**src/rtl/wb_regfile.sv**
```systemverilog
// wb_regfile: 32x32 write-back register file with a retired-write counter.
// Define WB_BYPASS_EN for same-cycle write-through on both read ports.
module wb_regfile #(
  parameter int CNT_W = 16
) (
  input  logic             clk,
  input  logic             rst_n,
  input  logic             RegWrite_i,
  input  logic             MemtoReg_i,
  input  logic [31:0]      ALUResult_i,
  input  logic [31:0]      MemData_i,
  input  logic [4:0]       RegDest_i,
  input  logic [4:0]       RS1addr_i,
  input  logic [4:0]       RS2addr_i,
  output logic [31:0]      RS1data_o,
  output logic [31:0]      RS2data_o,
  output logic [31:0]      WBData_o,
  output logic [CNT_W-1:0] WrCount_o
);

  logic [31:0]      regs [1:31];
  logic [CNT_W-1:0] wrCnt;
  logic             wrEn;
  logic [31:0]      rs1Data;
  logic [31:0]      rs2Data;

  assign WBData_o = MemtoReg_i ? MemData_i : ALUResult_i;
  assign wrEn     = RegWrite_i && (RegDest_i != 5'd0);

  // x0 has no storage; it is hardwired to zero on the read side
  always_ff @(posedge clk or negedge rst_n) begin
    if (!rst_n) begin
      for (int i = 1; i < 32; i++) begin
        regs[i] <= '0;
      end
      wrCnt <= '0;
    end else if (wrEn) begin
      regs[RegDest_i] <= WBData_o;
      wrCnt           <= wrCnt + 1'b1;
    end
  end

  always_comb begin
    rs1Data = '0;
    if (RS1addr_i != 5'd0) begin
      rs1Data = regs[RS1addr_i];
`ifdef WB_BYPASS_EN
      if (rst_n && wrEn && (RS1addr_i == RegDest_i)) begin
        rs1Data = WBData_o;
      end
`endif
    end
  end

  always_comb begin
    rs2Data = '0;
    if (RS2addr_i != 5'd0) begin
      rs2Data = regs[RS2addr_i];
`ifdef WB_BYPASS_EN
      if (rst_n && wrEn && (RS2addr_i == RegDest_i)) begin
        rs2Data = WBData_o;
      end
`endif
    end
  end

  assign RS1data_o = rs1Data;
  assign RS2data_o = rs2Data;
  assign WrCount_o = wrCnt;

endmodule

```
**config.mk**
```make
export PLATFORM = sky130hd
export DESIGN_NAME = wb_regfile
export DESIGN_NICKNAME = d
export VERILOG_FILES = /design/src/rtl/wb_regfile.sv
export SDC_FILE = /design/constraint.sdc
export NUM_CORES = 2
export LEC_CHECK = 0
export CAP_MARGIN = 20
export CORE_MARGIN = 2
export CORE_UTILIZATION = 45
export CTS_CLUSTER_SIZE = 12
export DETAILED_ROUTE_END_ITERATION = 8
export GPL_TIMING_DRIVEN = 0
export PLACE_DENSITY = 0.59
export SLEW_MARGIN = 20
export SYNTH_ARGS = -nofsm -noshare
export SYNTH_HDL_FRONTEND = slang
export SYNTH_SLANG_ARGS = --single-unit
```
**constraint.sdc**
```tcl
create_clock -name clk -period 5.4 [get_ports clk]
set_input_delay 1.62 -clock clk [delete_from_list [all_inputs] [get_ports clk]]
set_output_delay 1.62 -clock clk [all_outputs]
set_load 0.01 [all_outputs]
```
==> flow_summary.json <==
{
  "antenna_found_initial": 8,
  "antenna_left": 0,
  "internal_power_mw": 16.9,
  "dr.pass1.iters": 6,
  "die-area_um2": 119000,
  "grt_usage_pct": 37.9,
  "seq_power_share_pct": 42.4,
  "swShare_pct": 32.1,
  "insertion_delay_ns": 0.73,
  "grt_max_degree": 142,
  "synth.top_cell.area_share_pct": 48.2,
  "ys.flop_type": "dfrtp_1",
  "fin_crit_sh_pct": 103,
  "initial_core_util_pct": 45.2,
  "fin_ws_ns": -0.163,
  "drive_gt1_share_pct": 21.6,
  "hold_class": "reg2reg",
  "cts_num_sinks": 1008,
  "p_leak_nw": 26.7,
  "syn-cell-area_um2": 52400,
  "grt_pass1_vias": 43900,
  "final_util_pct": 53.8,
  "synth.yosys.seq_area_share_pct": 48.2,
  "dieWidth_um": 345,
  "grt_overflow_total": 0,
  "final_nets": 5211,
  "outcome": "complete, but fails checks",
  "die_height_um": 345,
  "ys_ff_latch": 1008,
  "grt_pass1_wl_mm": 322,
  "via_per_inst": 6.63,
  "synth_warnings": 0,
  "arrival_ns": 3.94,
  "hpwlAfterDp_mm": 164,
  "critical_path_class": "in2out",
  "syn_inst": 4821,
  "violations": "negative setup slack",
  "async_flop_share_pct": 100,
  "synth_enable_flop_cells": 0,
  "cp-end-kind": "output port",
  "htreeDepth": 3,
  "portBuffers": 179,
  "worstPathRequired_ns": 3.78,
  "area_growth_pct": 19.1,
  "synth_top_cell_by_area": "dfrtp_1",
  "maxSlewViolCount": 0,
  "wl_per_cell_um": 33.9,
  "setup_viol": 14,
  "drt-initial-drc-count": 6091,
  "core_area_um2": 116000,
  "drc_errors": 0,
  "synth_area_leaders": "dfrtp_1, mux4_2, a21oi_1",
  "synth_nets": 4905,
  "cp_max_fo": 11,
  "num_vias": 44800,
  "rsz0062_at_grt": "yes",
  "ios": 195,
  "ir_drop_mv": 0.316,
  "power-per-cell-area_nw_per_um2": 400,
  "finalHoldViolCount": 0,
  "cts_buffers": 116,
  "postSynthAreaPerCell_um2": 10.9,
  "pre_cts_ws_ns": -1.39,
  "clk_path_buf_depth": 3,
  "drt-total-wl_mm": 229,
  "cts-root-buf": "clkbuf_16",
  "nFillCells": 10300,
  "share_comb_of_total_power_pct": 24.8,
  "max_freq_mhz": 180,
  "tightestPinTransition_ns": 1.10,
  "clk_pin_slew_ns": 0.05,
  "std_cell_rows": 125,
  "yosysUniqueCellTypes": 40,
  "finalClockSkew_ns": 0.0122,
  "fin_crit_ns": 5.56,
  "drv_cap": 0,
  "clock_power_share_pct": 32.8,
  "crit_path_start_kind": "primary input",
  "cts_tree": "built",
  "max_slew_margin_pct": 26.4,
  "p_sw_mw": 8.01,
  "gp_congestion": 0.977
}
final cells by class:
class                   instances  area (um^2)  share of cell area (%)
diodes                          3         7.51                  0.0120
plain buffers                 502         3240                    5.20
clock buffers                 167         3460                    5.54
clock inverters                45          452                   0.724
inverters                      36          139                   0.223
multi-input cells            3273        25900                    41.5
flip-flops and latches       1008        25200                    40.4
well taps                    1524         1910                    3.06
repair buffers                190         2050                    3.28
logic make-up (layout without fill, tap and decap cells):
family / after synthesis / in the layout / share of synthesized area, %
buffers and inverters: 540 / 940 / 4.62
multiplexers: 675 / 675 / 22.2
adder cells (fa/ha/maj): 1 / 1 / 0.0239
XOR/XNOR: 15 / 15 / 0.251
other: 0 / 3 / 0
flip-flops: 1008 / 1008 / 48.2
AND/OR/NAND/NOR: 1141 / 1141 / 8.80
AO/OA/AOI/OAI: 1441 / 1441 / 15.9
power by group through the flow:
stage	Sequential, mW	Combinational, mW	Clock (mW)
4_1_cts	10.5	6.03	8.19
5_1_grt	10.7	6.57	8.48
3_3_place_gp	10.6	5.65	0
6_report	10.6	6.18	8.19
2_1_floorplan	10.2	3.86	0
3_5_place_dp	10.6	5.79	0
cell usage after synthesis, types with 6 or more instances:
cell type,instances
nor2_1,528
buf_2,88
mux2i_1,228
buf_6,22
mux4_2,384
clkbuf_1,354
xnor2_1,13
nand3_1,6
buf_1,8
a22o_1,190
o22ai_1,64
o21ai_1,122
o21ai_0,422
dfrtp_1,1008
and2_1,67
a211oi_1,65
nand4_1,6
buf_4,32
mux2_2,63
nand2_1,503
a21oi_1,513
o31ai_1,64
inv_1,36
nor2b_1,6
final timing paths:
check / slack [ns] / to / from / cells after the start
setup reg to reg: 3.42 / WrCount_o[14] / WrCount_o[0] / 5
hold reg to reg: 0.48 / WrCount_o[15] / WrCount_o[15] / 1
setup / recovery: -0.16 / RS1data_o[23] / RS1addr_i[0] / 8
hold / removal: 0.48 / WrCount_o[15] / WrCount_o[15] / 1
min in group asynchronous: 0.83 / WrCount_o[13] / rst_n / 1
max in group asynchronous: 2.28 / regs[528] / rst_n / 4
metal layers:
metal / vias to the layer above / wire length [um] / global-route usage, % / part of all wire (%)
met5: - / 8 / 0 / 0.0035
li1: 18100 / - / - / -
met1: 23100 / 84000 / 47.9 / 37
met2: 2840 / 102000 / 56.8 / 44
met4: 2 / 16600 / 23.0 / 7.3
met3: 726 / 26800 / 12.2 / 12
flip-flops by register name, indices dropped and copies added (netlist names):
register,flops
WrCount_o,16
regs,992
cell usage in the layout (no fill, tap or decap), types with 29 or more instances in the layout:
master / synthesis / layout
and2_1: 67 / 67
nand2_1: 503 / 499
mux4_2: 384 / 384
dlygate4sd2_1: 0 / 46
buf_4: 32 / 34
clkbuf_8: 0 / 50
clkbuf_16: 0 / 118
a211oi_1: 65 / 33
o21ai_0: 422 / 422
buf_2: 88 / 59
clkbuf_4: 0 / 43
clkbuf_2: 0 / 63
o22ai_1: 64 / 63
a22o_1: 190 / 187
buf_6: 22 / 31
dfrtp_1: 1008 / 1008
o21ai_1: 122 / 78
clkinv_2: 0 / 29
mux2_2: 63 / 63
o31ai_2: 0 / 38
nor2_1: 528 / 519
mux2i_1: 228 / 196
clkdlybuf4s50_1: 0 / 114
clkbuf_1: 354 / 237
inv_1: 36 / 35
a21oi_1: 513 / 513
o21ai_2: 0 / 32
metrics by stage:
step                      cell area, um^2  TNS (ns)  power [mW]  cells  hold slack (ns)
after floorplan                     52400         0        14.1   4821            0.460
after global placement              56100         -        16.2   6524            0.468
after detailed placement            56300    -92.38        16.4   6531            0.464
after CTS                           62100     -1.68        24.7   6745            0.486
after global routing                62400    -0.475        25.8   6747            0.508
final                               62400    -0.739        24.9   6748            0.478
worst max-delay path: stages:
cell	delay (ns)
buf_12	0.18
buf_16	0.19
buf_8	0.19
mux4_2	0.60
a22o_1	0.26
o21ai_2	0.22
o31ai_2	0.14
clkdlybuf4s50_1	0.51
timing repair:
item / 4_1_cts / 5_1_grt
pin swaps: 26 / 4
setup buffers: 1 / 0
gates cloned: 2 / 0
gates resized for setup: 604 / 76
setup endpoints to repair: 96 / 53
hold buffers: 0 / 0
Power figures use the tool's default switching activity.
